<file path="src/rtl/rr_arb_mux.sv">
// rr_arb_mux: N-channel arbiter feeding one registered valid/ready stage.
// MODE 0 is fixed priority (index 0 first), MODE 1 is round-robin.
module rr_arb_mux #(
  parameter int WIDTH = 4,
  parameter int N     = 4,
  parameter int MODE  = 1,
  localparam int IDX_W = (N > 1) ? $clog2(N) : 1
) (
  input  logic               clk,
  input  logic               rst_n,
  input  logic [N*WIDTH-1:0] in,
  input  logic [N-1:0]       req,
  output logic [N-1:0]       grant,
  output logic [WIDTH-1:0]   out,
  output logic [IDX_W-1:0]   out_idx,
  output logic               out_valid,
  input  logic               out_ready
);

  logic [WIDTH-1:0] ch [N];

  for (genvar j = 0; j < N; j++) begin : g_ch
    assign ch[j] = in[j*WIDTH +: WIDTH];
  end

  logic [IDX_W-1:0] ptr_q, ptr_d;
  logic [IDX_W-1:0] idx_q, idx_d;
  logic [WIDTH-1:0] out_q, out_d;
  logic             vld_q, vld_d;
  logic [IDX_W-1:0] win, cand;
  logic             found, accept, load;

  function automatic logic [IDX_W-1:0] step_idx(
    input logic [IDX_W-1:0] base,
    input int               k
  );
    int s;
    s = int'(base) + k;
    if (s >= N) s = s - N;
    return IDX_W'(s);
  endfunction

  // Scan from ptr upward with wrap; MODE 0 always scans from 0.
  always_comb begin
    win   = '0;
    cand  = '0;
    found = 1'b0;
    for (int k = 0; k < N; k++) begin
      cand = (MODE == 1) ? step_idx(ptr_q, k) : IDX_W'(k);
      if (!found && req[cand]) begin
        win   = cand;
        found = 1'b1;
      end
    end
  end

  assign accept = ~vld_q | out_ready;
  assign load   = rst_n & accept & found;

  always_comb begin
    grant = '0;
    for (int j = 0; j < N; j++) begin
      grant[j] = load && (win == IDX_W'(j));
    end
  end

  always_comb begin
    out_d = out_q;
    idx_d = idx_q;
    vld_d = vld_q;
    ptr_d = ptr_q;
    if (accept) begin
      vld_d = found;
      if (found) begin
        out_d = ch[win];
        idx_d = win;
        if (MODE == 1) begin
          ptr_d = (win == IDX_W'(N-1)) ? '0 : win + 1'b1;
        end
      end
    end
  end

  always_ff @(posedge clk or negedge rst_n) begin
    if (!rst_n) begin
      out_q <= '0;
      idx_q <= '0;
      vld_q <= 1'b0;
      ptr_q <= '0;
    end else begin
      out_q <= out_d;
      idx_q <= idx_d;
      vld_q <= vld_d;
      ptr_q <= ptr_d;
    end
  end

  assign out       = out_q;
  assign out_idx   = idx_q;
  assign out_valid = vld_q;

endmodule

</file>
<file path="config.mk">
export PLATFORM = sky130hd
export DESIGN_NAME = rr_arb_mux
export DESIGN_NICKNAME = d
export VERILOG_FILES = /design/src/rtl/rr_arb_mux.sv
export SDC_FILE = /design/constraint.sdc
export NUM_CORES = 1
export LEC_CHECK = 0
export BUFFER_PORTS_ARGS = -buffer_cell sky130_fd_sc_hd__buf_4
export CAP_MARGIN = 30
export CORE_MARGIN = 10
export CORE_UTILIZATION = 44
export CTS_CLUSTER_SIZE = 20
export DETAILED_ROUTE_END_ITERATION = 10
export PLACE_DENSITY = 0.77
export SETUP_SLACK_MARGIN = 0.4
export SLEW_MARGIN = 30
export SYNTH_ARGS = -nofsm -noshare
export SYNTH_HDL_FRONTEND = slang
export SYNTH_SLANG_ARGS = --single-unit
export TNS_END_PERCENT = 50
</file>
<file path="constraint.sdc">
create_clock -name clk -period 2.15 [get_ports clk]
set_input_delay 0.1075 -clock clk [delete_from_list [all_inputs] [get_ports clk]]
set_output_delay 0.1075 -clock clk [all_outputs]
set_load 0.02 [all_outputs]
</file>
==> flow_summary_export.csv, run 1 <==
group,metric,value,unit
run_status,status,"finished clean",
synth,ys_async_sr_fraction,1.000,
timing,postLayoutSetupSlackWorst,0.2865,ns
power,p_leak,0.0005265,uW
grt,overflow,0,
grt,grt_pass1_wl,3.408,mm
synth,synth-seq-cells,9,
cts,clock-sinks,9,
cts,htree_levels,1,
cells_and_area,nFillCells,111,
critical_path,endpoint_kind,"output port",
synth,yosysTopAreaCellShare,0.3303,
drt,drt_iter0_markers,19,
floorplanning,core_area,0.001489,sq mm
timing,finalSetupViolCount,0,
grt,grt_util_all_layers,0.1217,
timing,skew,0.0008475,ns
synth,synth_common_cells,"11 x nand2_1, 9 x dfrtp_1, 5 x mux2i_1",
critical_path,cp.arrival,1.76,ns
synth,synthDistinctLibCells,24,
critical_path,worstPathCellList,"nor3b_2, a211o_1, and2_4, inv_4, ha_4, and3_4, buf_6",
cts,cts_tree,"built",
drt,routed_via_density,5.269,
critical_path,critPathLaunchType,"flip-flop",
synth,ys_seq_area_frac,0.3303,
critical_path,crit_buf_inv,2,
placement,dpl_worst_slack,0.3784,ns
timing,slew_headroom,0.8188,
cells_and_area,area_delta_synth_final,57.25,%
cells_and_area,drive_above_1_share,0.5351,
grt,grt_max_degree,14,
power,p_total,1000,uW
grt,antenna_found_initial,0,
drt,wl,1.994,mm
floorplanning,die_w,59.37,um
placement,place.gp.congestion,0.7160,
timing,timing.fmax,536.6,MHz
floorplanning,rows,14,
cts,cts_buffers,3,
floorplanning,start_util,0.4580,
timing,min_period,1.863,ns
grt,grt_pass1_vias,807,
cells_and_area,fin_cells,130,
floorplanning,die-area,0.003524,sq mm
cts,clk_path_buf_depth,2,
grt,grt_use_met2,0.2125,
synth,yosysMostFrequentCell,"nand2_1",
critical_path,path_max_fanout,5,
placement,dpl.hpwl,1.552,mm
timing,hold_violations,0,
drt,dr.pass1.iters,4,
placement,portBuffers,33,
timing,hold_ws,0.1502,ns
timing,period_share,0.8667,
drt,wl_per_cell,15.34,um
drt,antenna_left,0,
grt,grt_use_met3,0.03433,
synth,yosys.area.top_type,"dfrtp_1",
synth,synthFlopType,"dfrtp_1",
critical_path,path_delay_family,"simple AND/OR/NAND/NOR gates",
critical_path,path_depth,7,
critical_path,required,2.04,ns
timing,tightest_slew,0.2718,ns
cts,clkTransAtPathRegs,0.07,ns
power,peakVddDrop,0.5510,mV
synth,yosysWarnings,0,
cells_and_area,n_antenna_cell,0,
synth,synthesis.area,681.9,sq um
grt,grtUsageMet1,0.1284,
drt,num_vias,685,
critical_path,crit_slowest_cell,"dfrtp_2",
grt,grt_busiest_layer,"met2",
min_path,hold-path-cell-count,3,
placement,dp_cells,121,
timing,drv_slew,0,
cells_and_area,multi_input_area,483.0,sq um
cells_and_area,fin_nets,142,
synth,synth_area_leaders,"dfrtp_1 33%, ha_1 7.3%, mux2i_1 7.3%",
min_path,holdCritPathClass,"in -> reg",
synth,syn_avg_cell_area,9.341,sq um
cts,root_buffer,"clkbuf_4",
critical_path,ff2ff_path_depth,6,
power,p_per_area,932.6,mW/mm^2
synth,synthesis.instances,73,
cts,clk_latency,0.27,ns
critical_path,slowest_delay,0.44,ns
timing,final.setup.tns,0,ns
floorplanning,fp.dieH,59.37,um
timing,rsz0062_at_grt,"true",
drt,drc,0,
synth,synth-edff-count,0,
cells_and_area,seqCellArea,227.7,sq um
run,max_cap_violations,0,
critical_path,crit_type,"reg -> out",
synth,synth.net_count,100,
floorplanning,ios,34,
-- layout by cell type, fill, tap and decap left out, drive strengths merged --
cell type	netlist	final
a211o	1	1
a21boi	4	4
a21o	2	2
a21oi	2	2
a2bb2oi	1	1
and2	3	3
and3	8	8
buf	1	37
clkbuf	0	4
dfrtp	9	9
dlygate4sd3	0	1
ha	4	4
inv	2	2
mux2i	5	5
nand2	12	12
nand2b	4	4
nor2	3	3
nor3b	2	2
o211ai	4	4
o21ai	4	4
or2	1	1
or4	1	1
-- power breakdown --
group / internal [uW] / leakage [uW] / switching, uW / total [uW]
clock: 71.9 / 0.0000150 / 68.9 / 141
combinational: 291 / 0.000407 / 281 / 572
sequential: 233 / 0.000104 / 54.7 / 287
-- flip-flops by register name, summed over array words and instances (netlist names) --
name / flops
out_idx: 2
out_valid: 1
out: 4
ptr_q: 2
-- metal layers --
| layer | share of wire | wire length (um) |
|---|---|---|
| met1 | 0.43 | 848 |
| met2 | 0.49 | 974 |
| met3 | 0.062 | 123 |
| met4 | 0.024 | 47 |
| met5 | 0 | 0 |
-- through the flow --
step	utilization	cell area [sq um]
finish	0.7202	1072
global route	0.7202	1072
CTS	0.7202	1072
detailed placement	0.6277	934.6
global placement	0.6277	934.6
floorplan	-	681.9
-- cell families (layout without fill, tap and decap cells) --
logic type	count (synthesis)	in the layout	share of synthesized area
AO/OA/AOI/OAI	18	18	0.2055
adder cells (fa/ha/maj)	4	4	0.07340
buffers and inverters	3	44	0.03303
flip-flops	9	9	0.3303
multiplexers	5	5	0.07340
AND/OR/NAND/NOR	34	34	0.2844
-- tightest hold or removal path, stage by stage --
cell and delay [ns]:
buf_4 0.08, mux2i_1 0.05, o211ai_1 0.14
-- repair_timing --
item                                    CTS  global route
gates resized for setup                  20             0
hold buffers                              1             0
buffers inserted                          4             0
hold endpoints to repair                  9             0
endpoints found under the setup margin    4             4
pin swaps                                 5             1
-- layout make-up --
type,count,area share
repair buffers,38,0.2824
flip-flops and latches,9,0.2124
inverters,2,0.01167
well taps,16,0.01867
clock buffers,4,0.02450
multi-input cells,61,0.4504
-- worst paths after layout --
kind / start / slack [ns] / to
max in group asynchronous: rst_n / 1.76 / ptr_q[0]
worst max-delay path: ptr_q[0] / 0.29 / grant[1]
worst min register to register: out_idx[0] / 0.48 / out_idx[0]
min in group asynchronous: rst_n / 0.22 / out_valid
worst min-delay path: in[8] / 0.15 / out[0]
worst max register to register: ptr_q[1] / 0.54 / out[2]
Note: power is estimated with default switching activity, not from simulation.
==> run 2: changes to the inputs <==
Clock period 2.15 ns to 2 ns, I/O delays scaled along.
==> flow_summary_export.csv, run 2 (synthesis gave the netlist of run 1 again) <==
group,metric,value,unit
critical_path,required,1.90,ns
critical_path,endpoint_kind,"output port",
power,p_leak,0.0005357,uW
power,combPwrFrac,0.590,
power,p_clk_frac,0.133,
floorplanning,die_w,59.37,um
drt,drc,0,
grt,antenna_found_initial,0,
power,switching_share,0.4066,
timing,timing.fmax,527.9,MHz
critical_path,r2r-start,"ptr_q[1]",
grt,grt_use_met2,0.2095,
cells_and_area,area_delta_synth_final,61.84,%
timing,skew,0.005850,ns
drt,wl,2.089,mm
cells_and_area,drive_above_1_share,0.5478,
grt,grt_max_degree,14,
timing,final.setup.tns,0,ns
run_status,status,"finished clean",
timing,min_period,1.894,ns
run,max_cap_violations,0,
drt,antenna_left,0,
cts,clk_latency,0.27,ns
drt,num_vias,719,
min_path,holdCritPathClass,"in -> reg",
cells_and_area,n_antenna_cell,0,
critical_path,path_max_fanout,5,
critical_path,crit_type,"reg -> out",
floorplanning,core_area,0.001489,sq mm
cts,clk_path_buf_depth,2,
grt,grtUsageMet1,0.1436,
drt,drt_iter0_markers,18,
cells_and_area,fin_nets,143,
grt,grt_pass1_vias,770,
cells_and_area,final_common_cell,"buf_4",
critical_path,ff2ff_path_depth,6,
floorplanning,fp.dieH,59.37,um
cts,clock-sinks,9,
drt,routed_via_density,5.489,
drt,wl_per_cell,15.95,um
critical_path,critPathLaunch,"ptr_q[0]",
min_path,min_to,"out_valid",
power,p_seq_frac,0.277,
cts,cts_tree,"built",
grt,grt_pass1_wl,3.519,mm
power,p_per_area,1005,mW/mm^2
power,p_int,658.4,uW
cts,htree_levels,1,
grt,overflow,0,
floorplanning,start_util,0.4580,
floorplanning,die-area,0.003524,sq mm
power,p_switching,451.1,uW
timing,rsz0062_at_grt,"true",
timing,hold_ws,0.1467,ns
floorplanning,ios,34,
cells_and_area,final_cell_mix,"33 x buf_4, 11 x nand2_1, 8 x dfrtp_1",
timing,slew_headroom,0.8169,
placement,place.gp.congestion,0.7461,
min_path,hp-start,"out_ready",
grt,grt_util_all_layers,0.1254,
drt,dr.pass1.iters,4,
critical_path,cp.arrival,1.79,ns
timing,period_share,0.9471,
grt,grt_busiest_layer,"met2",
power,peakVddDrop,0.4991,mV
critical_path,r2r_end,"out[0]",
cells_and_area,largest_reg_flops,4,
cells_and_area,nFillCells,105,
cts,cts_buffers,3,
cts,clkTransAtPathRegs,0.07,ns
critical_path,critPathLaunchType,"flip-flop",
floorplanning,rows,14,
timing,tightest_slew,0.2746,ns
timing,drv_slew,0,
timing,hold_violations,0,
placement,dpl.hpwl,1.545,mm
grt,grt_use_met3,0.03219,
timing,finalSetupViolCount,0,
min_path,hold-path-cell-count,3,
placement,portBuffers,33,
critical_path,rrSetupSlack,0.36,ns
cts,root_buffer,"clkbuf_4",
[run 2: cell types whose count changed in the layout (fill, tap and decap cells not counted)]
cell / change
nand2b_1: -1
nand2b_4: +1
a21o_1: +1
dfrtp_2: -1
and3_1: -1
and3_4: +1
ha_4: +1
dfrtp_1: +1
ha_1: -1
[run 2: critical path: stages, from the launching register on]
cell and delay [ns]:
dfrtp_1 0.43, nand2b_1 0.11, a211o_1 0.33, and2_4 0.18
inv_4 0.08, ha_4 0.12, and3_4 0.17, buf_6 0.11
[run 2: per-layer routing]
metal,vias to the layer above,wire (um)
met4,0,40
met3,5,183
met2,34,1064
met5,-,0
li1,345,-
met1,335,800
[run 2: worst max path at each step]
stage	end	slack, ns	cells past startpoint
2_1_floorplan	grant[2]	0.40	7
3_3_place_gp	grant[2]	0.29	7
3_5_place_dp	grant[2]	0.23	7
4_1_cts	grant[0]	0.17	7
5_1_grt	grant[0]	0.06	7
6_report	grant[0]	0.11	7
[run 2: area by class of cell]
cell class                 count  area (sq um)  area share
timing repair buffer          38         302.8      0.2744
clock buffer                   4         26.28     0.02381
inverter                       2         12.51     0.01134
multi-input combinational     62         515.5      0.4671
sequential                     9         226.5      0.2052
tap                           16         20.02     0.01814
[run 2: power by group through the flow]
stage / registers [uW] / clock network (uW) / logic (uW)
floorplan: 357 / 0 / 301
global placement: 299 / 0 / 509
detailed placement: 302 / 0 / 523
CTS: 303 / 146 / 651
global route: 313 / 160 / 717
finish: 307 / 148 / 655
[run 2: timing repair]
item,4_1_cts,5_1_grt
gates cloned,1,0
buffers inserted,4,0
hold endpoints to repair,9,0
setup endpoints to repair,5,8
pin swaps,6,0
gates resized for setup,22,0
hold buffers,1,0
[run 2: per-stage QoR]
stage,instance area [sq um],utilization,power (uW),setup slack (ns),instances
2_1_floorplan,688.2,-,658.3,0.3993,73
3_3_place_gp,940.9,0.6319,808.7,0.2920,121
3_5_place_dp,940.9,0.6319,825.1,0.2269,121
4_1_cts,1104,0.7412,1100,0.1651,131
5_1_grt,1104,0.7412,1189,0.05918,131
6_report,1104,0.7412,1109,0.1058,131
==> run 3: changes to the inputs <==
==> constraint.sdc (replaced) <==
create_clock -name clk -period 2 [get_ports clk]
set_input_delay 0.3 -clock clk [delete_from_list [all_inputs] [get_ports clk]]
set_output_delay 0.3 -clock clk [all_outputs]
set_load 0.02 [all_outputs]
==> flow_summary_export.csv, run 3 (synthesis gave the netlist of run 1 again) <==
group,metric,value,unit
cells_and_area,seqCellArea,227.7,sq um
drt,routed_via_density,5.273,
grt,grt_pass1_vias,759,
critical_path,critPathLaunch,"ptr_q[1]",
floorplanning,rows,14,
drt,wl_per_cell,14.15,um
power,p_seq_frac,0.280,
floorplanning,start_util,0.4580,
timing,final.setup.tns,-0.1257,ns
cells_and_area,drive_above_1_share,0.5776,
critical_path,required,1.70,ns
cts,clk_path_buf_depth,2,
power,switching_share,0.3889,
cells_and_area,fin_nets,144,
timing,timing.fmax,488.8,MHz
grt,grt_util_all_layers,0.1120,
drt,dr.pass1.iters,3,
floorplanning,ios,34,
timing,rsz0062_at_grt,"true",
placement,dp_cells,123,
run_status,status,"finished with violations",
drt,drc,0,
floorplanning,core_area,0.001489,sq mm
critical_path,critPathLaunchType,"flip-flop",
timing,skew,0.0008209,ns
timing,tightest_slew,0.4452,ns
critical_path,ff2ff_path_depth,7,
cells_and_area,n_antenna_cell,0,
timing,slew_headroom,0.7022,
drt,dr_wl_met3,135,um
drt,wl_met2,965,um
cells_and_area,multi_input_area,485.5,sq um
placement,placed_cell_area,980.9,sq um
critical_path,crit_end,"grant[2]",
run,max_cap_violations,0,
placement,portBuffers,33,
floorplanning,die-area,0.003524,sq mm
drt,num_vias,696,
min_path,holdCritPathClass,"in -> reg",
placement,dpl_worst_slack,0.08707,ns
power,p_total,1097,uW
critical_path,cp.arrival,1.75,ns
critical_path,rrSetupSlack,0.39,ns
cells_and_area,final_cell_mix,"34 x buf_4, 11 x nand2_1, 7 x dfrtp_1",
cts,cts_buffers,3,
power,p_switching,426.8,uW
cells_and_area,area_delta_synth_final,59.82,%
run_status,violations,"setup timing",
cells_and_area,nFillCells,110,
cts,htree_levels,1,
timing,period_share,1.023,
cts,clk_latency,0.26,ns
cells_and_area,final_common_cell,"buf_4",
floorplanning,die_w,59.37,um
cells_and_area,largest_reg_flops,4,
power,peakVddDrop,0.6786,mV
cts,clkTransAtPathRegs,0.07,ns
grt,antenna_found_initial,0,
cells_and_area,fin_cells,132,
power,combPwrFrac,0.587,
cts,root_buffer,"clkbuf_4",
power,p_leak,0.0005395,uW
grt,overflow,0,
placement,place.gp.congestion,0.6966,
drt,antenna_left,0,
timing,drv_slew,0,
drt,wl_met1,743,um
grt,grt_pass1_wl,3.194,mm
critical_path,r2r-start,"ptr_q[1]",
cts,clock-sinks,9,
timing,min_period,2.046,ns
power,p_per_area,1007,mW/mm^2
drt,wl,1.868,mm
placement,dpl.hpwl,1.523,mm
critical_path,path_max_fanout,6,
power,p_int,670.6,uW
grt,grt_max_degree,10,
critical_path,r2r_end,"out[0]",
drt,top_layer,"met4",
drt,drt_iter0_markers,7,
cts,cts_tree,"built",
floorplanning,fp.dieH,59.37,um
timing,postLayoutSetupSlackWorst,-0.04574,ns
critical_path,crit_type,"reg -> out",
timing,hold_violations,0,
power,p_clk_frac,0.133,
cells_and_area,final_area,0.001090,sq mm
timing,finalSetupViolCount,4,
critical_path,endpoint_kind,"output port",
run 3: per-stage QoR:
stage | util | hold WS, ns
after floorplan | - | 0.004409
after CTS | 0.7286 | 0.3478
final | 0.7319 | 0.3491
after global routing | 0.7319 | 0.3700
after global placement | 0.6588 | 0.1453
after detailed placement | 0.6588 | 0.1466
run 3: worst min-delay path by stage:
stage / slack [ns] / from / depth (start not counted) / end
2_1_floorplan: 0.004 / rst_n / 0 / out[0]
6_report: 0.35 / out_ready / 3 / out_valid
5_1_grt: 0.37 / in[9] / 3 / out[1]
4_1_cts: 0.35 / out_ready / 3 / out_valid
3_5_place_dp: 0.15 / rst_n / 1 / out_idx[1]
3_3_place_gp: 0.15 / rst_n / 1 / out_idx[1]
run 3: metal layers:
metal / track usage / vias to the layer above
li1: - / 348
met1: 0.1216 / 322
met2: 0.2021 / 22
met3: 0.02790 / 4
met4: 0.03934 / 0
met5: 0 / -
run 3: final cells by class:
cell class | count | area share
Clock buffer | 3 | 0.02067
Sequential cell | 9 | 0.2090
Inverter | 2 | 0.006889
Clock inverter | 1 | 0.004592
Tap cell | 16 | 0.01837
Timing Repair Buffer | 40 | 0.2951
Multi-Input combinational cell | 61 | 0.4455
run 3: power groups by stage:
stage | logic, uW | clock network (uW) | registers [uW]
after CTS | 645 | 148 | 305
after detailed placement | 561 | 0 | 310
after floorplan | 324 | 0 | 360
after global placement | 551 | 0 | 307
after global routing | 697 | 153 | 318
final | 644 | 146 | 308
run 3: worst max-delay path: stages, from the launching register on:
cell,delay [ns]
dfrtp_2,0.46
mux2i_2,0.18
a2bb2oi_4,0.15
and2_4,0.19
inv_2,0.05
ha_2,0.16
and3_4,0.16
buf_6,0.12
run 3: repair_timing:
item | CTS | global route
pin swaps | 8 | 0
endpoints found under the setup margin | 7 | 8
setup buffers | 4 | 0
hold buffers | 1 | 0
hold endpoints to repair | 9 | 0
resized for setup | 17 | 2
